**config.mk**
```make
export PLATFORM = sky130hd
export DESIGN_NAME = apb_regfile_completer
export DESIGN_NICKNAME = d
export VERILOG_FILES = /design/src/rtl/apb_regfile_completer.sv
export SDC_FILE = /design/constraint.sdc
export NUM_CORES = 1
export LEC_CHECK = 0
export ABC_AREA = 1
export BUFFER_PORTS_ARGS = -buffer_cell sky130_fd_sc_hd__buf_4
export CAP_MARGIN = 5
export CORE_UTILIZATION = 54
export DETAILED_ROUTE_END_ITERATION = 7
export PLACE_DENSITY = 0.77
export SLEW_MARGIN = 20
export SYNTH_ARGS = -nofsm -noshare
export SYNTH_HDL_FRONTEND = slang
export SYNTH_SLANG_ARGS = --single-unit
```
**constraint.sdc**
```tcl
create_clock -name pclk -period 2.79 [get_ports pclk]
set_input_delay 0.558 -clock pclk [delete_from_list [all_inputs] [get_ports pclk]]
set_output_delay 0.558 -clock pclk [all_outputs]
set_load 0.02 [all_outputs]
```
**src/rtl/apb_regfile_completer.sv**
```systemverilog
// APB completer fronting an 8-word register file: words 0-6 read/write, word 7 a read-only ID.
// Each transfer is stretched by WAIT_STATES access cycles. Errored transfers are counted.
module apb_regfile_completer #(
    parameter int ADDR_WIDTH  = 32,
    parameter int DATA_WIDTH  = 32,
    parameter int WAIT_STATES = 2
) (
    input  logic                  pclk,
    input  logic                  presetn,
    input  logic                  psel,
    input  logic                  penable,
    input  logic                  pwrite,
    input  logic [ADDR_WIDTH-1:0] paddr,
    input  logic [DATA_WIDTH-1:0] pwdata,
    output logic                  pready,
    output logic [DATA_WIDTH-1:0] prdata,
    output logic                  pslverr,
    output logic [7:0]            err_cnt,
    output logic [1:0]            o_state
);

    // Handshake: a setup edge (psel=1, penable=0) captures the request. Each later edge
    // with psel=1, penable=1 counts down the wait states. The edge that finds the counter
    // at zero completes the transfer, so pready is high for exactly one cycle. psel=0
    // during the access phase abandons the transfer without any side effect.
    typedef enum logic [1:0] {
        ST_IDLE   = 2'd0,
        ST_ACCESS = 2'd1,
        ST_DONE   = 2'd2
    } state_t;

    localparam logic [DATA_WIDTH-1:0] RO_WORD = DATA_WIDTH'(32'hA9B0_0001);
    localparam logic [3:0]            LP_WAIT = 4'(WAIT_STATES);

    state_t                r_state;
    state_t                w_state_nxt;
    logic [3:0]            r_cnt;
    logic [ADDR_WIDTH-1:0] r_addr;
    logic                  r_write;
    logic [DATA_WIDTH-1:0] r_wdata;
    logic [DATA_WIDTH-1:0] r_regs [0:6];
    logic                  r_pready;
    logic                  r_pslverr;
    logic [DATA_WIDTH-1:0] r_prdata;
    logic [7:0]            r_err_cnt;

    logic                  w_setup;
    logic                  w_capture;
    logic                  w_count;
    logic                  w_complete;
    logic                  w_err;
    logic                  w_wr_en;
    logic [2:0]            w_idx;
    logic [DATA_WIDTH-1:0] w_rd_val;

    assign w_setup = psel & ~penable;

    always_comb begin
        w_state_nxt = r_state;
        w_capture   = 1'b0;
        w_count     = 1'b0;
        w_complete  = 1'b0;
        case (r_state)
            ST_IDLE: begin
                if (w_setup) begin
                    w_state_nxt = ST_ACCESS;
                    w_capture   = 1'b1;
                end
            end
            ST_ACCESS: begin
                if (!psel) begin
                    w_state_nxt = ST_IDLE;
                end else if (penable) begin
                    if (r_cnt == 4'd0) begin
                        w_complete  = 1'b1;
                        w_state_nxt = ST_DONE;
                    end else begin
                        w_count = 1'b1;
                    end
                end
            end
            ST_DONE: begin
                if (w_setup) begin
                    w_state_nxt = ST_ACCESS;
                    w_capture   = 1'b1;
                end else begin
                    w_state_nxt = ST_IDLE;
                end
            end
            default: w_state_nxt = ST_IDLE;
        endcase
    end

    // Decode works only from the captured request, never from the live bus.
    always_comb begin
        w_idx    = r_addr[4:2];
        w_err    = (r_addr[1:0] != 2'b00) || (|r_addr[ADDR_WIDTH-1:5]) ||
                   (r_write && (w_idx == 3'd7));
        w_rd_val = RO_WORD;
        for (int i = 0; i < 7; i++) begin
            if (w_idx == 3'(i)) w_rd_val = r_regs[i];
        end
        w_wr_en  = w_complete && r_write && !w_err;
    end

    always_ff @(posedge pclk) begin
        if (!presetn) begin
            r_state   <= ST_IDLE;
            r_cnt     <= 4'd0;
            r_addr    <= '0;
            r_write   <= 1'b0;
            r_wdata   <= '0;
            r_pready  <= 1'b0;
            r_pslverr <= 1'b0;
            r_prdata  <= '0;
            r_err_cnt <= 8'd0;
            for (int i = 0; i < 7; i++) r_regs[i] <= '0;
        end else begin
            r_state   <= w_state_nxt;
            r_pready  <= w_complete;
            r_pslverr <= w_complete && w_err;
            if (w_capture) begin
                r_addr  <= paddr;
                r_write <= pwrite;
                r_wdata <= pwdata;
                r_cnt   <= LP_WAIT;
            end else if (w_count) begin
                r_cnt <= r_cnt - 4'd1;
            end
            if (w_complete) r_prdata <= (r_write || w_err) ? '0 : w_rd_val;
            if (w_complete && w_err && (r_err_cnt != 8'hFF)) r_err_cnt <= r_err_cnt + 8'd1;
            for (int i = 0; i < 7; i++) begin
                if (w_wr_en && (w_idx == 3'(i))) r_regs[i] <= r_wdata;
            end
        end
    end

    assign pready  = r_pready;
    assign pslverr = r_pslverr;
    assign prdata  = r_prdata;
    assign err_cnt = r_err_cnt;
    assign o_state = r_state;

endmodule

```
Yosys cells after proc, flatten, opt, wreduce, memory -nomap -nowiden
Memory sizes are Yosys's and may differ from the RTL's.
Index checks and enable logic that the tools add are counted.
{"block": "op_classes", "muxes": 55, "eq_ne": 13, "bitwise": 10, "n_addsub": 2, "reduce_logical": 25}
{"cell": "2-to-1 mux 32 bit", "n": 15}
{"cell": "2-to-1 mux 1 bit", "n": 33}
{"cell": "OR reduction 27 bit", "n": 1}
{"cell": "equality test 3 bit (second input constant)", "n": 4}
{"cell": "logical AND 1 bit", "n": 12}
{"cell": "2-to-1 mux 2 bit", "n": 6}
{"cell": "adder 8 x 1 -> 8 bit (second input constant)", "n": 1}
{"cell": "inequality test 8 bit (second input constant)", "n": 1}
{"cell": "bitwise OR 1 bit", "n": 7}
{"cell": "equality test 3 x 2 -> 1 bit (second input constant)", "n": 2}
{"cell": "inequality test 3 bit (second input constant)", "n": 2}
{"cell": "one-hot mux 2 bit (3 select lines)", "n": 1}
{"cell": "zero test 4 bit", "n": 1}
{"cell": "nonzero test 2 bit", "n": 2}
{"cell": "OR reduction 2 bit", "n": 2}
{"cell": "subtractor 4 x 1 -> 4 bit (second input constant)", "n": 1}
{"cell": "equality test 3 x 1 -> 1 bit (second input constant)", "n": 1}
{"cell": "zero test 3 bit", "n": 1}
{"cell": "logical OR 1 bit", "n": 3}
{"cell": "AND reduction 3 bit", "n": 1}
{"cell": "equality test 2 x 1 -> 1 bit (second input constant)", "n": 1}
{"cell": "equality test 2 bit (second input constant)", "n": 1}
{"cell": "zero test 2 bit", "n": 1}
{"cell": "inequality test 2 bit (second input constant)", "n": 1}
{"cell": "3 further kinds", "n": 4}
{"block": "totals", "output_inout_bits": 44, "word_cells": 116, "ram_bits": 224, "reg_bits": 113, "in_bits": 69, "n_memories": 1}
{"memory": "r_regs", "words": 7, "width": 32, "rd": 7, "rd_ports_with_merged_regs": 0, "write_ports": 7, "line": "41", "rtl": "logic [DATA_WIDTH-1:0] r_regs [0:6];"}

Longest topological paths before layout
{"block": "depth", "ltp_word": 12, "mapped_depth": 13, "depth_no_buf": 11}

Least setup slack after synthesis
Ideal clock, no wire load.
{"block": "synth_path", "path_type": "register -> register", "startpoint": "register r_cnt[0]", "endpoint": "memory r_regs[0][0], enable pin", "period_less_slack_ns": 2.624, "n_path_buf": 1, "setup_slack_ns": 0.166, "required_ns": 2.401, "stages_incl_launch_ff": 10, "setup_time_ns": 0.389, "arrival_ns": 2.234, "cell_sequence": "dfxtp_1 > inv_1 > ha_1 > inv_1 > nor3_2 > nand2_2 > nor3_4 > nand2_1 > buf_6 > nand2_1"}
{"element": "start, declared", "line": "37", "rtl": "logic [3:0] r_cnt;"}
{"element": "start signal, assigned", "line": "128", "rtl": "r_cnt <= r_cnt - 4'd1;"}
{"element": "end, declared", "line": "41"}

Final worst setup path
{"block": "layout_path", "startpoint": "register r_addr[2]", "endpoint": "register r_prdata[16], in the netlist prdata[16]"}
{"block": "layout_via", "elab_chain_cells": 9, "word_cells_on_any_way": 19, "cone_classes": "7 x eq/ne; 8 x mux; 4 x reduce/logical"}
{"element": "start, declared", "line": "38", "rtl": "logic [ADDR_WIDTH-1:0] r_addr;"}
{"element": "start signal, assigned", "line": "123", "rtl": "r_addr <= paddr;"}
{"element": "zero test 3 bit", "line": "101", "rtl": "if (w_idx == 3'(i)) w_rd_val = r_regs[i];"}
{"element": "2-to-1 mux 32 bit (7 in series)", "line": "101"}
{"element": "2-to-1 mux 32 bit *", "line": "130", "rtl": "if (w_complete) r_prdata <= (r_write || w_err) ? '0 : w_rd_val;"}
{"element": "end signal, assigned", "line": "130"}
{"element": "end, declared", "line": "44", "rtl": "logic [DATA_WIDTH-1:0] r_prdata;"}
Every way passes the cells marked *; elsewhere a longest branch is shown, timed or not.
A chain may end at the register's enable or synchronous reset.

==> flow_summary.yaml <==
synthesis:
  synth_ff_type: "edfxtp_1"
  yosysWarnings: 0
  synth_edf_count: 224
  synth-seq-area-share: 0.620
  synth_cell_types: 28
  yosys.area.top_type_share: 0.464
  synth_area_per_cell_um2: 8.93
  synth_cells: 1624
  ys_seq_elements: 337
  synth.area.top_cells: "edfxtp_1 46%, dfxtp_1 16%, nand2_1 11%"
  synth_top_area_cell: "edfxtp_1"
  async_flop_share: 0
  syn_nets: 1695
  syn_area_um2: 14500
clocking:
  path_clk_slew_ns: 0.06
  cts_root_buf: "clkbuf_16"
  h-tree-depth: 2
  cts_setup_buffers: 0
  cts_tree: "done"
  cts-resized-gates: 0
  cts_buffer_depth: 3
  cts_buffers: 35
  cts_sinks: 337
  clock_latency_ns: 0.51
  holdBufCountCts: 0
worst_setup_path:
  reg2reg_slack_ns: 0.39
  critPathKind: "reg2reg"
  critical-path-top-delay-family: "buffers and inverters"
  slowest_delay_ns: 0.76
  endpoint_kind: "flip-flop"
  worst-path-max-fanout: 38
  crit_slowest_cell: "dfxtp_1"
  path_cells: "inv_1 -> nand3_2 -> buf_4 -> nand2_1 -> inv_1 -> nand4_1 -> nand2_1 -> a21oi_1"
  cp.required_ns: 3.15
  arrival_ns: 2.76
  path_buf_inv: 3
  cp-start-kind: "flip-flop"
timing:
  setup_slack_ns: 0.391
  holdWs_ns: 0.298
  drv_slew: 0
  finalHoldViolations: 0
  finalSetupViolCount: 0
  min_period_ns: 2.40
  fmax_ghz: 0.417
  tns_ns: 0
  rsz0062_at_grt: "no"
  worst_slew_pin_slew_ns: 0.689
  layout_worst_path_cycle_share: 0.860
  slew_headroom: 0.540
  fin_worst_skew_ns: 0.0169
global_routing:
  met3_usage: 0.0443
  use_met1: 0.319
  grt_pass1_wl_mm: 55.1
  grtUsageMet2: 0.443
  antenna_found_initial: 0
  grt_pass1_vias: 10800
  grt-ovfl-total: 0
  grt_max_degree: 53
  grt.total_usage: 0.255
  grt_busiest_layer: "met2"
detailed_routing:
  vias: 11200
  dr.pass1.iters: 7
  via_per_inst: 5.37
  drt_iter0_markers: 1027
  wire_per_inst_um: 16.7
  ant_nets: 0
  route.detailed.drc: 8
  drt_wl_total_mm: 34.9
power_and_ir_drop:
  ir_drop_uv: 456
  power_density_nw_per_um2: 638
  power.static_leakage_nw: 7.00
die:
  die_area_um2: 27500
  die_w_um: 166
  num_rows: 59
  io_pins: 113
  die_h_um: 166
  core_area_um2: 26200
  initial_utilization: 0.553
place:
  pre_cts_ws_ns: 0.456
  place_congestion: 0.816
  io_buffer_count: 112
  dp_hpwl_mm: 22.1
outcome:
  violations: "DRC"
  status: "complete, but fails checks"
finish:
  drive_above_1_share: 0.135
  n_antenna_cell: 0
  utilization: 0.638
  area_growth_syn_to_layout_pct: 15.3
  final_nets: 1802
min_path:
  hold_class: "in2reg"
flow_run:
  cap_violations: 0
==> cell usage after synthesis, drive strengths merged, types with 7 or more instances <==
| master | n |
|---|---|
| nand3 | 72 |
| edfxtp | 224 |
| o21ai | 13 |
| nand3b | 15 |
| or2 | 22 |
| a21oi | 108 |
| nor2 | 365 |
| nand2 | 423 |
| nand4 | 29 |
| clkbuf | 47 |
| inv | 133 |
| dfxtp | 113 |
| buf | 43 |
| nor3 | 7 |
==> worst paths after layout <==
kind,from,depth (start not counted),to
hold / removal,paddr[16],3,r_addr[16]
setup reg to reg,r_addr[2],8,prdata[16]
hold reg to reg,r_addr[8],2,r_addr[8]
setup / recovery,r_addr[2],8,prdata[16]
==> logic make-up (layout without fill, tap and decap cells) <==
family / after synthesis / after routing / synth area share
simple gates: 934 / 934 / 0.264
compound gates: 122 / 122 / 0.0424
flops: 337 / 337 / 0.620
fa+ha+maj: 2 / 2 / 0.00173
buf+inv: 223 / 356 / 0.0684
xor+xnor: 6 / 6 / 0.00362
==> routing by layer <==
metal	wire, um	vias to the layer above	part of all wire
met1	13700	5240	0.39
met2	17300	498	0.50
met3	2810	85	0.081
li1	-	5420	-
met4	1110	0	0.032
met5	0	-	0
==> state kept, by name (all words and copies together) (netlist names) <==
signal	count
r_cnt	4
err_cnt	8
pready	1
r_regs	224
prdata	32
r_wdata	32
o_state	2
r_write	1
pslverr	1
r_addr	32
==> worst reg2reg max path: cells and delay by family (launching register included) <==
kind,cells,cell delay (ns)
DFF,1,0.76
and+or+nand+nor,4,0.57
buffers and inverters,3,0.85
AOI/OAI and AO/OA,1,0.06
==> area by class of cell <==
type	count	area [um^2]
inverter	133	500
sequential	337	8990
clock buffer	53	1030
multi-input combinational	1064	4530
tap	335	419
fill	2085	9480
clock inverter	10	45.0
timing repair buffer	160	1210
==> report_power, final <==
group,switching [W],internal [W]
Clock,0.00183,0.00254
Sequential,0.0000650,0.00548
Combinational,0.000512,0.000245
==> stage by stage <==
| step | area [um^2] | total power (W) | std cells |
|---|---|---|---|
| finish | 16700 | 0.0107 | 2092 |
| floorplan | 14500 | 0.00609 | 1624 |
| global placement | 15700 | 0.00637 | 2029 |
| detailed placement | 15700 | 0.00639 | 2029 |
| CTS | 16700 | 0.0107 | 2092 |
| global route | 16700 | 0.0110 | 2092 |
==> cells in the final DEF, fill, tap and decap left out, drive strengths merged <==
cell / instances
nand4: 29
nor3b: 1
edfxtp: 224
or2: 22
nand2: 423
o21ai: 13
clkbuf: 53
nor2: 365
nor3: 7
o2111ai: 1
ha: 2
xor2: 3
clkinv: 11
a21oi: 108
inv: 132
nand3b: 15
xnor2: 3
dfxtp: 113
buf: 160
nand3: 72
Note: power is estimated with default switching activity, not from simulation.
